===== src/rtl/bcd_seq_decoder.sv =====
// rtl/bcd_seq_decoder.sv - sequential packed-BCD to signed two's-complement converter
//
// Accepts a DIGITS-digit packed BCD word plus a sign bit over a valid/ready
// handshake and folds in one digit per clock, most significant digit first,
// then applies the sign in a single negation step.
//
// Ports:
//   clk        rising-edge clock
//   reset      synchronous, active-high reset
//   in_valid   source presents sign/bcd_in
//   in_ready   block can accept an input (IDLE only)
//   sign       1 = negative
//   bcd_in     packed digits, units digit in bcd_in[3:0]
//   out_valid  result available
//   out_ready  sink accepts the result
//   bin_out    signed two's-complement result (0 when out_valid is low)
//   error      some input digit was above 9 (0 when out_valid is low)

module bcd_seq_decoder #(
    parameter int DIGITS = 3,
    parameter int OUT_W  = 11
) (
    input  logic                  clk,
    input  logic                  reset,
    input  logic                  in_valid,
    output logic                  in_ready,
    input  logic                  sign,
    input  logic [4*DIGITS-1:0]   bcd_in,
    output logic                  out_valid,
    input  logic                  out_ready,
    output logic [OUT_W-1:0]      bin_out,
    output logic                  error
);

    // A single-digit build still needs a 1-bit index register.
    localparam int IDX_W = (DIGITS > 1) ? $clog2(DIGITS) : 1;

    typedef enum logic [1:0] {
        IDLE,
        CONV,
        NEG,
        DONE
    } state_t;

    state_t                state;
    state_t                state_n;
    logic [OUT_W-1:0]      acc;
    logic [OUT_W-1:0]      acc_n;
    logic                  err;
    logic                  err_n;
    logic [IDX_W-1:0]      idx;
    logic [IDX_W-1:0]      idx_n;
    logic [4*DIGITS-1:0]   bcd_q;
    logic [4*DIGITS-1:0]   bcd_n;
    logic                  sign_q;
    logic                  sign_n;

    // Current digit selected by shifting the captured word down by 4*idx.
    logic [4*DIGITS-1:0]   bcd_shifted;
    logic [3:0]            digit;

    assign bcd_shifted = bcd_q >> {idx, 2'b00};
    assign digit       = bcd_shifted[3:0];

    always_ff @(posedge clk) begin
        if (reset) begin
            state  <= IDLE;
            acc    <= '0;
            err    <= 1'b0;
            idx    <= '0;
            bcd_q  <= '0;
            sign_q <= 1'b0;
        end else begin
            state  <= state_n;
            acc    <= acc_n;
            err    <= err_n;
            idx    <= idx_n;
            bcd_q  <= bcd_n;
            sign_q <= sign_n;
        end
    end

    always_comb begin
        state_n   = state;
        acc_n     = acc;
        err_n     = err;
        idx_n     = idx;
        bcd_n     = bcd_q;
        sign_n    = sign_q;
        in_ready  = 1'b0;
        out_valid = 1'b0;
        bin_out   = '0;
        error     = 1'b0;

        case (state)
            IDLE: begin
                // Held low while reset is asserted so nothing looks accepted.
                in_ready = ~reset;
                if (in_valid) begin
                    bcd_n   = bcd_in;
                    sign_n  = sign;
                    acc_n   = '0;
                    err_n   = 1'b0;
                    idx_n   = IDX_W'(DIGITS - 1);
                    state_n = CONV;
                end
            end

            CONV: begin
                // acc*10 as (acc<<3)+(acc<<1), wrapping at OUT_W bits.
                acc_n = (acc << 3) + (acc << 1) + OUT_W'(digit);
                if (digit > 4'd9) begin
                    err_n = 1'b1;
                end
                if (idx == '0) begin
                    state_n = NEG;
                end else begin
                    idx_n = idx - IDX_W'(1);
                end
            end

            NEG: begin
                if (err) begin
                    acc_n = '0;
                end else if (sign_q && (acc != '0)) begin
                    acc_n = ~acc + OUT_W'(1);
                end
                state_n = DONE;
            end

            DONE: begin
                out_valid = 1'b1;
                bin_out   = acc;
                error     = err;
                if (out_ready) begin
                    state_n = IDLE;
                end
            end

            default: begin
                state_n = IDLE;
            end
        endcase
    end

endmodule


===== config.mk =====
export PLATFORM = sky130hd
export DESIGN_NAME = bcd_seq_decoder
export DESIGN_NICKNAME = d
export VERILOG_FILES = /design/src/rtl/bcd_seq_decoder.sv
export SDC_FILE = /design/constraint.sdc
export NUM_CORES = 1
export LEC_CHECK = 0
export ABC_AREA = 0
export BUFFER_PORTS_ARGS = -buffer_cell sky130_fd_sc_hd__buf_2
export CELL_PAD_IN_SITES_DETAIL_PLACEMENT = 0
export CELL_PAD_IN_SITES_GLOBAL_PLACEMENT = 1
export CORE_MARGIN = 2
export CORE_UTILIZATION = 35
export CTS_CLUSTER_DIAMETER = 200
export DETAILED_ROUTE_END_ITERATION = 16
export PLACE_DENSITY_LB_ADDON = 0.1
export SKIP_LAST_GASP = 1
export SLEW_MARGIN = 20
export SYNTH_ARGS = -nofsm -noshare
export SYNTH_HDL_FRONTEND = slang
export SYNTH_SLANG_ARGS = --single-unit

===== constraint.sdc =====
create_clock -name clk -period 2.8 [get_ports clk]
set_input_delay 0.7 -clock clk [delete_from_list [all_inputs] [get_ports clk]]
set_output_delay 0.7 -clock clk [all_outputs]
set_load 0.005 [all_outputs]

== Word-level counts from Yosys, hierarchy flattened ==
Cells that the tools add are included.

* Shifts and indexed selects: 1
* Add/sub/neg operators: 4
* Muxes and demuxes: 18
* Reduce and logical (&&, ||, !) cells: 11
* Bitwise logic cells: 2
* Eq/ne operators: 9
* $lt $le $gt $ge: 1

{| class="wikitable"
|+ Operator list
! cell !! count
|-
| $mux 11 || 4
|-
| $pmux 11 s3 || 1
|-
| $reduce_and 3->1 || 4
|-
| $shr 12x4->4 || 1
|-
| $add 11x1->11 const B || 1
|-
| $add 11x11->11 || 1
|-
| $add 11x4->11 || 1
|-
| $not 11->11 || 1
|-
| $reduce_bool 11->1 || 1
|-
| $mux 2 || 5
|-
| $ne 2x2->1 const B || 5
|-
| $pmux 2 s4 || 1
|-
| $mux 1 || 5
|-
| $eq 2x2->1 const B || 2
|-
| $gt 4x4->1 const B || 1
|-
| $logic_not 2->1 || 2
|-
| $pmux 2 s2 || 1
|-
| $ne 3x3->1 const B || 1
|-
| $reduce_bool 3->1 || 1
|-
| $eq 2x1->1 const B || 1
|-
| $pmux 1 s2 || 1
|-
| $reduce_and 2->1 || 1
|-
| $reduce_bool 2->1 || 1
|-
| $sub 2x1->2 const B || 1
|-
| 2 further kinds || 2
|}

* Register bits after elaboration: 29
* Bits of input ports: 17
* Logic and storage cells: 52
* Output and inout bits: 14

== Logic depth before layout (Yosys ltp) ==
* Depth after elaboration: 5
* Mapped depth: 13
* Mapped depth without buffers: 12

== Worst setup path before layout ==
OpenSTA, ideal clock, no wires.

* Path type: register -> register
* From: register idx[0]
* To: register acc[9]
* Library setup time: 95 ps
* Cell stages (with the launch flop): 13
* Path slack: -189 ps
* Arrival: 2893 ps
* Buffers on the path: 1
* Data required time: 2705 ps
* Clock period less this slack: 2989 ps
* Path through: dfxtp_1 > clkbuf_1 > mux2i_1 > o21ai_0 > inv_1 > fa_1 > inv_1 > ha_1 > a211oi_1 > o21bai_1 > o22ai_1 > mux2_2 > a221oi_1

* Longest elaborated chain between the ends: 3

{| class="wikitable"
|+ RTL lines
! element !! RTL line !! text
|-
| start: declaration || 51 || <nowiki>logic [IDX_W-1:0] idx;</nowiki>
|-
| start signal: assignment || 77 || <nowiki>idx <= idx_n;</nowiki>
|-
| $shr 12x4->4 || 62 || <nowiki>assign bcd_shifted = bcd_q >> {idx, 2'b00};</nowiki>
|-
| $add 11x4->11 || 111 || <nowiki>acc_n = (acc << 3) + (acc << 1) + OUT_W'(digit);</nowiki>
|-
| $pmux 11 s3 || 95 || <nowiki>case (state)</nowiki>
|-
| end signal: assignment || 75 || <nowiki>acc <= acc_n;</nowiki>
|-
| end: declaration || 47 || <nowiki>logic [OUT_W-1:0] acc;</nowiki>
|}

Every way passes these cells.
A chain may end at the register's enable or synchronous reset.

== Worst setup path after layout ==
Ends and elaborated chain as after synthesis.

==> flow_metrics.py <==
metrics = {
    "outcome": {
        "status": "complete, no violations",
    },
    "floorplan": {
        "core_area_um2": 5990,
        "dieWidth_um": 83.0,
        "die_y_um": 83.0,
        "die-area_um2": 6890,
        "rows": 28,
        "io_pins": 31,
        "start_util": 0.365,
    },
    "sta": {
        "finalSetupViolCount": 0,
        "worstMarginPinSlew_ns": 0.527,
        "clock_skew_ns": 0.00191,
        "min_period_ns": 2.70,
        "rsz0062_at_grt": "true",
        "finalSetupTns_ns": 0,
        "final_max_slew_viol_count": 0,
        "min_period_over_period": 0.963,
        "hold_ws_ns": 0.455,
        "fmax_mhz": 371,
        "maxSlewHeadroom": 0.648,
        "finalHoldViolCount": 0,
    },
    "detailed_routing": {
        "ant_nets": 0,
        "vias": 2083,
        "drc": 0,
        "vias_per_cell": 5.27,
        "drtIter0Drc": 105,
        "drtPass1Iterations": 4,
        "avgRoutedWirePerCell_um": 15.3,
        "drt_wl_total_um": 6060,
    },
    "global_routing": {
        "grt.total_usage": 0.184,
        "gr-total-overflow": 0,
        "antenna_found_initial": 0,
        "grt_max_degree": 30,
        "grt_pass1_vias": 2052,
        "grt_pass1_wl_um": 10200,
    },
    "synth": {
        "synth_async_sr_flop_share": 0,
        "syn_area_per_cell_um2": 7.98,
        "synth-seq-cells": 29,
        "synth.most_common_cell": "nand2_1",
        "synth_cell_types": 50,
        "syn_nets": 316,
        "synth_edf_count": 0,
        "synth.cells.most_frequent": "nand2_1 (41), dfxtp_1 (29), ha_1 (23)",
        "ys_top_cells_by_area": "dfxtp_1 (27%), ha_1 (13%), nand2_1 (7.0%), a21oi_1 (5.0%), and2_1 (3.7%)",
        "netlist_instances": 274,
        "ys_seq_area_frac": 0.266,
        "synth.cell_area_um2": 2190,
        "yosysWarnings": 0,
        "synth-main-ff-cell": "dfxtp_1",
        "yosysTopAreaCell": "dfxtp_1",
        "synth_top_area_frac": 0.266,
    },
    "worst_setup_path": {
        "cp-start-kind": "flip-flop",
        "worstPathArrival_ns": 2.90,
        "crit_cells": 11,
        "cp_num_buf_inv": 2,
        "critPathMaxFanout": 5,
        "end_kind": "flip-flop",
        "r2r_cells": 11,
        "slowest_stage": "fa_2",
        "cp_slowest_stage_delay_ns": 0.56,
        "critPathTopFamily": "compound AO/OA/AOI/OAI gates",
        "cp_cell_sequence": "mux2i_1, o21ai_2, inv_1, fa_2, inv_2, ha_4, a211oi_2, o21bai_1, o22ai_1, mux2_4, a221oi_2",
        "regToRegSetupSlack_ns": 0.10,
        "cp.required_ns": 3.00,
        "crit_type": "reg2reg",
    },
    "power_and_ir_drop": {
        "p_leak_nw": 1.20,
        "p_total_mw": 1.78,
        "cellPowerDensity_nw_per_um2": 665,
        "ir_drop_v": 0.000445,
    },
    "finish": {
        "drive_above_1_share": 0.259,
        "multi_input_area_um2": 1520,
        "syn_to_final_growth_pct": 22.2,
        "nFillCells": 656,
        "nets": 361,
        "fin_util": 0.446,
        "diodes": 0,
        "layout.cells.non_filler": 395,
        "register_area_um2": 586,
    },
    "placement": {
        "dp_hpwl_um": 4580,
        "gp_congestion": 0.819,
        "port_buffers": 30,
        "dp.cells": 387,
    },
    "clock_tree": {
        "cts_root_buf": "clkbuf_8",
        "cts_setup_buffers": 0,
        "cts_buffers": 5,
        "h-tree-depth": 2,
        "clkSinkCount": 29,
        "clk_path_buf_depth": 2,
        "hold_buffers": 0,
        "cts_tree": "built",
        "clock_latency_ns": 0.28,
        "clkTransAtPathRegs_ns": 0.06,
    },
    "worst_hold_path": {
        "hold_depth": 2,
        "hold_class": "reg2reg",
    },
    "flow_run": {
        "drv_cap": 0,
    },
}
routing by layer:
| layer | up-vias | track usage | share of wire |
|---|---|---|---|
| met5 | - | 0 | 0 |
| met4 | 0 | 0.0507 | 0.014 |
| met3 | 7 | 0.0368 | 0.030 |
| met2 | 29 | 0.312 | 0.48 |
| met1 | 998 | 0.237 | 0.48 |
| li1 | 1049 | - | - |
cells by family after synthesis:
group	Yosys count	synth area share
and+or+nand+nor	98	0.222
AOI/OAI and AO/OA	70	0.216
buffers and inverters	34	0.0670
DFF	29	0.266
adders and majority gates	25	0.150
xor gates and xnor gates	9	0.0361
muxes	9	0.0429
area by class of cell:
class	instances	area share
sequential	29	0.219
multi-input combinational	211	0.570
tap	75	0.0351
clock inverter	2	0.00375
timing repair buffer	51	0.115
clock buffer	6	0.0272
inverter	21	0.0295
timing repair:
item | in CTS | in global routing
resized for setup | 6 | 12
pin swaps | 6 | 11
gates cloned | 0 | 0
endpoints found under the setup margin | 5 | 5
report_power, final:
part / internal [mW] / leakage (nW) / switching (mW) / total, mW
logic: 0.346 / 0.922 / 0.556 / 0.903
clock network: 0.172 / 0.0450 / 0.165 / 0.337
registers: 0.483 / 0.237 / 0.0529 / 0.536
layout by cell type (no fill, tap or decap), drive strengths merged, types with 3 or more instances in the layout:
cell type  count
a211oi         3
a21o           3
a21oi         22
a221oi         4
a31oi          3
and2          13
buf           51
clkbuf         6
dfxtp         29
ha            23
inv           21
mux2           3
mux2i          6
nand2         41
nand2b         6
nand3          5
nor2          17
nor2b          5
o21ai         10
o32ai          4
or4            3
xnor2          7
flip-flops by register name, indices dropped and copies added, names as in the netlist:
register and count:
err 1, bcd_q 12, sign_q 1, acc 11, state 2, idx 2
final timing paths:
check,startpoint,end
max,idx[0]$_SDFFE_PP0P_,acc[9]$_SDFFE_PP0P_
min,bcd_q[4]$_SDFFE_PP0P_,bcd_q[4]$_SDFFE_PP0P_
max reg2reg,idx[0]$_SDFFE_PP0P_,acc[9]$_SDFFE_PP0P_
min reg2reg,bcd_q[4]$_SDFFE_PP0P_,bcd_q[4]$_SDFFE_PP0P_
worst reg2reg max path: stages (launching register included):
cell and delay [ns]:
dfxtp_4 0.36, mux2i_1 0.13, o21ai_2 0.15, inv_1 0.07, fa_2 0.56, inv_2 0.05, ha_4 0.21, a211oi_2 0.21
o21bai_1 0.13, o22ai_1 0.22, mux2_4 0.32, a221oi_2 0.19
metrics by stage:
step | area [µm²] | worst slack [ns]
4_1_cts | 2640 | 0.00418
6_report | 2670 | 0.103
2_1_floorplan | 2200 | 0.0161
5_1_grt | 2670 | -0.0486
3_3_place_gp | 2530 | -0.0626
3_5_place_dp | 2530 | -0.126
Note: power is estimated with default switching activity, not from simulation.
